`src/rtl/wb_pipe_reg.sv`:
```
// Writeback pipeline register: LANES parallel lanes with intra-bundle write shadowing,
// a same-stage forwarding port, a retired-lane counter and a saturating consecutive-hold counter.
module wb_pipe_reg #(
    parameter int                 LANES      = 2,
    parameter int                 XLEN       = 32,
    parameter int                 REG_ADDR_W = 5,
    parameter int                 STALL_W    = 2,
    parameter int                 CNT_W      = 32,
    parameter int                 HCNT_W     = 8,
    parameter logic [STALL_W-1:0] PASS       = 2'b00,
    parameter logic [STALL_W-1:0] HOLD       = 2'b01,
    parameter logic [STALL_W-1:0] BUBB       = 2'b10
) (
    input  logic                         clk,
    input  logic                         rst,
    input  logic [STALL_W-1:0]           stall,
    input  logic                         flush,
    input  logic [LANES-1:0]             valid_i,
    input  logic [LANES*REG_ADDR_W-1:0]  rd_addr_i,
    input  logic [LANES-1:0]             rd_write_i,
    input  logic [LANES*XLEN-1:0]        rd_data_i,
    output logic [LANES-1:0]             valid_o,
    output logic [LANES*REG_ADDR_W-1:0]  rd_addr_o,
    output logic [LANES-1:0]             rd_write_o,
    output logic [LANES*XLEN-1:0]        rd_data_o,
    input  logic [REG_ADDR_W-1:0]        fwd_addr_i,
    output logic                         fwd_hit_o,
    output logic [XLEN-1:0]              fwd_data_o,
    output logic [CNT_W-1:0]             retire_cnt_o,
    output logic [HCNT_W-1:0]            hold_cnt_o
);

    logic                  w_pass;
    logic                  w_hold;
    logic                  w_bubb;
    logic [CNT_W-1:0]      w_pop;

    logic                  r_valid [LANES];
    logic [REG_ADDR_W-1:0] r_addr  [LANES];
    logic                  r_wr    [LANES];
    logic [XLEN-1:0]       r_data  [LANES];
    logic                  w_shadow [LANES];
    logic                  w_wr_nxt [LANES];

    logic [CNT_W-1:0]      r_retire;
    logic [HCNT_W-1:0]     r_hold;

    // flush outranks every stall code; unknown codes (2'b11) behave as bubbles
    assign w_pass = !flush && (stall == PASS);
    assign w_hold = !flush && (stall == HOLD);
    assign w_bubb = flush || (stall == BUBB) || ((stall != PASS) && (stall != HOLD));

    genvar l;
    generate
        for (l = 0; l < LANES; l++) begin : g_lane
            // a younger (higher) lane writing the same register makes this lane's write dead
            always_comb begin
                w_shadow[l] = 1'b0;
                for (int m = l + 1; m < LANES; m++) begin
                    if (valid_i[m] && rd_write_i[m] &&
                        (rd_addr_i[m*REG_ADDR_W +: REG_ADDR_W] == rd_addr_i[l*REG_ADDR_W +: REG_ADDR_W]))
                        w_shadow[l] = 1'b1;
                end
            end

            assign w_wr_nxt[l] = rd_write_i[l] && valid_i[l] &&
                                 (rd_addr_i[l*REG_ADDR_W +: REG_ADDR_W] != '0) && !w_shadow[l];

            always_ff @(posedge clk or negedge rst) begin
                if (!rst) begin
                    r_valid[l] <= 1'b0;
                    r_addr[l]  <= '0;
                    r_wr[l]    <= 1'b0;
                    r_data[l]  <= '0;
                end else if (w_pass) begin
                    r_valid[l] <= valid_i[l];
                    r_addr[l]  <= rd_addr_i[l*REG_ADDR_W +: REG_ADDR_W];
                    r_wr[l]    <= w_wr_nxt[l];
                    r_data[l]  <= rd_data_i[l*XLEN +: XLEN];
                end else if (w_bubb) begin
                    r_valid[l] <= 1'b0;
                    r_addr[l]  <= '0;
                    r_wr[l]    <= 1'b0;
                    r_data[l]  <= '0;
                end
            end

            assign valid_o[l]                              = r_valid[l];
            assign rd_addr_o[l*REG_ADDR_W +: REG_ADDR_W]   = r_addr[l];
            assign rd_write_o[l]                           = r_wr[l];
            assign rd_data_o[l*XLEN +: XLEN]               = r_data[l];
        end
    endgenerate

    always_comb begin
        w_pop = '0;
        for (int i = 0; i < LANES; i++)
            w_pop = w_pop + CNT_W'(valid_i[i]);
    end

    always_ff @(posedge clk or negedge rst) begin
        if (!rst) begin
            r_retire <= '0;
        end else if (w_pass) begin
            r_retire <= r_retire + w_pop;
        end
    end

    always_ff @(posedge clk or negedge rst) begin
        if (!rst) begin
            r_hold <= '0;
        end else if (w_hold) begin
            if (r_hold != {HCNT_W{1'b1}})
                r_hold <= r_hold + HCNT_W'(1);
        end else begin
            r_hold <= '0;
        end
    end

    assign retire_cnt_o = r_retire;
    assign hold_cnt_o   = r_hold;

    // ascending scan so the highest-indexed matching lane wins
    always_comb begin
        fwd_hit_o  = 1'b0;
        fwd_data_o = '0;
        for (int i = 0; i < LANES; i++) begin
            if (r_wr[i] && (r_addr[i] == fwd_addr_i) && (fwd_addr_i != '0)) begin
                fwd_hit_o  = 1'b1;
                fwd_data_o = r_data[i];
            end
        end
    end

endmodule

```
`config.mk`:
```
export PLATFORM = sky130hd
export DESIGN_NAME = wb_pipe_reg
export DESIGN_NICKNAME = d
export VERILOG_FILES = /design/src/rtl/wb_pipe_reg.sv
export SDC_FILE = /design/constraint.sdc
export NUM_CORES = 1
export LEC_CHECK = 0
export CAP_MARGIN = 20
export CORE_ASPECT_RATIO = 0.8
export CORE_MARGIN = 1.5
export CORE_UTILIZATION = 43
export DETAILED_ROUTE_END_ITERATION = 12
export PLACE_DENSITY = 0.82
export SYNTH_ARGS = -nofsm -noshare
export SYNTH_HDL_FRONTEND = slang
export SYNTH_SLANG_ARGS = --single-unit
```
`constraint.sdc`:
```
create_clock -name clk -period 2.3 [get_ports clk]
set_input_delay 0.345 -clock clk [delete_from_list [all_inputs] [get_ports clk]]
set_output_delay 0.345 -clock clk [all_outputs]
set_load 0.005 [all_outputs]
```
# After elaboration in Yosys (flattened, before gate mapping)
# Index checks and enable logic that the tools add are counted.
[word_totals]
inputBits = 88
output_inout_bits = 151
ff_bits = 118
word_cells = 62
[op_classes]
n_reduce_logical = 23
n_mux = 18
add_sub_neg = 3
n_eq_ne = 8
[ops]
columns = ["operator", "count"]
rows = [
  ["two-way mux 32 bit", 5],
  ["adder 32 x 2 -> 32 bit", 1],
  ["two-way mux 8 bit", 2],
  ["equality test 5 bit", 3],
  ["two-way mux 5 bit", 3],
  ["nonzero test 5 bit", 3],
  ["logical AND 1 bit", 13],
  ["adder 8 x 1 -> 8 bit, second input constant", 1],
  ["two-way mux 1 bit", 8],
  ["inequality test 8 bit, second input constant", 1],
  ["inequality test 2 x 1 -> 1 bit, second input constant", 2],
  ["nonzero test 2 bit", 2],
  ["adder 1 x 1 -> 2 bit", 1],
  ["equality test 2 x 1 -> 1 bit, second input constant", 1],
  ["equality test 2 bit, second input constant", 1],
  ["logical NOT 1 bit", 2],
  ["logical NOT 2 bit", 1],
  ["logical OR 1 bit", 2],
]

# Logic depth before layout (Yosys ltp)
[logic_depth]
word_depth = 6
ltp_mapped = 8
ltp_nobuf = 8

# Least setup slack after synthesis
# No wires, ideal clock.
[synth_timing]
kind = "in2reg"
startpoint = "in valid_i[0]"
endpoint = "reg r_retire[24] (netlist: retire_cnt_o[24])"
slack_ns = 0.289
path_buffers = 0
cell_stages = 8
setup_ns = 0.124
required_ns = 2.176
arrival_time_ns = 1.887
path_cell_list = "inv_1 > fa_1 > inv_1 > ha_1 > nand3_1 > nor4_4 > nand4b_1 > xnor2_1"
[synth_between]
elab_chain_cells = 2
[synth_lines]
columns = ["item", "line", "text"]
rows = [
  ["start, declared", "18", "input logic [LANES-1:0] valid_i,"],
  ["adder 1 x 1 -> 2 bit", "98", "w_pop = w_pop + CNT_W'(valid_i[i]);"],
  ["adder 32 x 2 -> 32 bit", "105", "r_retire <= r_retire + w_pop;"],
  ["end signal, assigned", "105", ""],
  ["end, declared", "45", "logic [CNT_W-1:0] r_retire;"],
]
# No other way between the ends.
# A chain may end at the register's enable or synchronous reset.

# Worst setup path in the final report
[layout_timing]
startpoint = "reg r_addr, in the netlist rd_addr_o[9]"
endpoint = "out fwd_data_o[25]"
[layout_between]
elab_chain_cells = 4
[layout_lines]
columns = ["item", "line", "text"]
rows = [
  ["start, declared", "39", "logic [REG_ADDR_W-1:0] r_addr [LANES];"],
  ["start signal, assigned by index", "77", "r_addr[l] <= rd_addr_i[l*REG_ADDR_W +: REG_ADDR_W];"],
  ["equality test 5 bit", "128", "if (r_wr[i] && (r_addr[i] == fwd_addr_i) && (fwd_addr_i != '0)) begin"],
  ["logical AND 1 bit (2 in series)", "128", ""],
  ["two-way mux 32 bit", "128", ""],
  ["end, declared", "28", "output logic [XLEN-1:0] fwd_data_o,"],
]
# No other way between the ends.

==> flow_metrics.env <==
export IMPL_cts_buffer_depth=2
export IMPL_async_flop_share=1.00
export IMPL_place_area_mm2=0.00830
export IMPL_hold_class="in2async"
export IMPL_drtIter0Drc=377
export IMPL_yosysSeqAreaShare=0.537
export IMPL_synth_cell_type_count=39
export IMPL_vias_per_cell=5.46
export IMPL_worst_slack_ns=-0.371
export IMPL_ys_flop_type="dfrtp_1"
export IMPL_synth_compound_area_frac=0.140
export IMPL_fillers=815
export IMPL_dieArea_mm2=0.0135
export IMPL_grt_use_met2=0.454
export IMPL_place_inst=884
export IMPL_drv_slew=0
export IMPL_clk_pin_slew_ns=0.06
export IMPL_layout_cells_non_filler=932
export IMPL_wl_um=18700
export IMPL_cts_buffers_inserted=17
export IMPL_finalSetupViolCount=33
export IMPL_synth_cells=473
export IMPL_period_minus_slack_ns=2.67
export IMPL_cp_max_fo=9
export IMPL_yosysMostFrequentCell="dfrtp_1"
export IMPL_core_mm2=0.0123
export IMPL_synthTopCellsByArea="dfrtp_1, a22o_1, mux2_1, xnor2_1, and3_1"
export IMPL_antenna_cells=0
export IMPL_drc_errors=0
export IMPL_tightestPinTransition_ns=0.664
export IMPL_criticalPathCategory="reg2out"
export IMPL_areaGrowthSynthToFinish_pct=67.3
export IMPL_grt_use_met1=0.358
export IMPL_ant_nets=0
export IMPL_antenna_found_initial=0
export IMPL_grt_first_pass_wirelength_um=28600
export IMPL_fin_area_mm2=0.00919
export IMPL_cts_tree="done"
export IMPL_cp_required_ns=1.96
export IMPL_fin_hold_ws_ns=0.441
export IMPL_leakage_nw=4.27
export IMPL_dr_pass1_iters=5
export IMPL_grt_use_total=0.279
export IMPL_synthAdderAreaFrac=0.00820
export IMPL_max_slew_margin=0.554
export IMPL_synth_simple_area_share=0.141
export IMPL_synth_edf_count=0
export IMPL_power_density_mw_per_mm2=592
export IMPL_h_tree_depth=4
export IMPL_routabilityCongestion=0.888
export IMPL_synth_top_area_share=0.537
export IMPL_synth_seq_cells=118
export IMPL_grt_max_degree=82
export IMPL_grt_util_met3=0.0694
export IMPL_grt_busiest_layer="met2"
export IMPL_io_buffers=238
export IMPL_cp_end_kind="output port"
export IMPL_cts_root_buf="clkbuf_16"
export IMPL_hold_viol_final=0
export IMPL_layout_drive_gt1_share=0.196
export IMPL_dp_hpwl_um=12400
export IMPL_rsz0062_at_grt="true"
export IMPL_synth_area_mux_share=0.0692
export IMPL_nets=839
export IMPL_overflow=0
export IMPL_status="finished with violations"
export IMPL_synth_warnings=0
export IMPL_grt_pass1_vias=5243
export IMPL_fin_crit_sh=1.16
export IMPL_fin_worst_skew_ns=0.0125
export IMPL_p_total_mw=5.44
export IMPL_max_freq_ghz=0.374
export IMPL_num_io_pins=239
export IMPL_synthTopCellsByCount="dfrtp_1, a22o_1, and3_1"
export IMPL_syn_nets=564
export IMPL_drv_cap=0
export IMPL_ir_drop_v=0.000501
export IMPL_worstPathArrival_ns=2.33
export IMPL_cp_start_kind="flop"
export IMPL_clk_latency_ns=0.41
export IMPL_yosysTopAreaCell="dfrtp_1"
export IMPL_failed_checks="negative setup slack"
export IMPL_post_drt_wl_per_cell_um=20.0
export IMPL_netlist_area_mm2=0.00549
export IMPL_die_h_um=104
export IMPL_die_width_um=129
export IMPL_vias=5091
export IMPL_synth_xor_area_frac=0.0733
export IMPL_cts_sinks=118
export IMPL_synth_top_family_by_area="simple AND/OR/NAND/NOR gates"
export IMPL_num_rows=36
export IMPL_syn_area_per_cell_um2=11.6
export IMPL_initial_core_util=0.447
-- what timing repair did --
action                                  CTS  global route
setup buffers                             7             5
resized for setup                       134            48
hold buffers                              1             0
pin swaps                                 3             3
endpoints found under the hold margin    35             0
endpoints found under the setup margin   33            42
gates cloned                              3             1
-- layout make-up --
type | instances | area (µm²) | share of cell area
clock buffer | 18 | 429 | 0.0467
clock inverter | 14 | 155 | 0.0169
inverter | 12 | 45.0 | 0.00490
multi-input combinational | 313 | 2520 | 0.274
sequential | 118 | 2950 | 0.321
tap | 171 | 214 | 0.0233
timing repair buffer | 286 | 2880 | 0.313
-- cells by family (layout without fill, tap and decap cells) --
| kind of cell | count (synthesis) | after routing |
|---|---|---|
| mux | 34 | 34 |
| flops | 118 | 118 |
| simple gates | 137 | 137 |
| xor+xnor | 46 | 46 |
| compound gates | 93 | 93 |
| buf+inv | 42 | 330 |
| fa+ha+maj | 3 | 3 |
-- placed cells by master (no fill, tap or decap), types with 3 or more instances in the layout --
cell type        instances
a22o_1                  74
a31oi_1                  3
and3_1                  37
buf_12                   8
buf_4                   29
buf_6                   22
clkbuf_16               18
clkbuf_2                14
clkdlybuf4s50_1        200
clkinv_4                 5
clkinvlp_4               5
dfrtp_1                118
dlygate4sd2_1            3
inv_1                   12
mux2_1                   5
mux2_4                  25
nand2_1                 23
nand3_1                 14
nand4_1                 17
nor2_1                  16
nor3_1                   9
o21ai_0                  6
xnor2_1                 33
xor2_1                  12
-- final timing paths --
kind,startpoint,end,slack [ns],cells past startpoint
hold reg to reg,retire_cnt_o[31],retire_cnt_o[31],0.48,1
hold / removal,rst,rd_data_o[54],0.44,2
min in group clk,retire_cnt_o[31],retire_cnt_o[31],0.48,1
setup reg to reg,retire_cnt_o[0],retire_cnt_o[16],0.24,8
setup / recovery,rd_addr_o[9],fwd_data_o[25],-0.37,8
max in group asynchronous,rst,rd_data_o[21],1.16,3
-- critical path, cell delays in order, from the launching register on --
cell and delay, ns:
dfrtp_1 0.41, xor2_1 0.16, nor4_1 0.28, nand4_1 0.19
buf_6 0.18, buf_12 0.14, buf_4 0.15, mux2_4 0.29
clkbuf_2 0.12
-- layer usage --
| metal | part of all wire | wire length, µm |
|---|---|---|
| met1 | 0.42 | 7850 |
| met2 | 0.50 | 9280 |
| met3 | 0.060 | 1120 |
| met4 | 0.022 | 406 |
| met5 | 0 | 0 |
-- state kept, by name, indices dropped and copies added, names as in the netlist --
signal	cells
rd_addr_o	10
rd_write_o	2
rd_data_o	64
hold_cnt_o	8
valid_o	2
retire_cnt_o	32
-- report_power, final --
| group | leakage (nW) | switching [mW] | internal, mW | total (mW) |
|---|---|---|---|---|
| clock | 0.269 | 0.969 | 1.60 | 2.57 |
| sequential | 1.61 | 0.0846 | 2.15 | 2.24 |
| combinational | 2.39 | 0.259 | 0.373 | 0.632 |
| total | 4.27 | 1.31 | 4.13 | 5.44 |
-- metrics by stage --
step,setup slack (ns),utilization,TNS (ns)
finish,-0.371,0.747,-9.15
global route,-0.505,0.747,-13.42
CTS,-0.388,0.741,-9.56
detailed placement,-0.567,0.675,-21.72
global placement,-0.524,0.675,-19.48
floorplan,0.289,-,0
(Power assumes the default switching activity.)
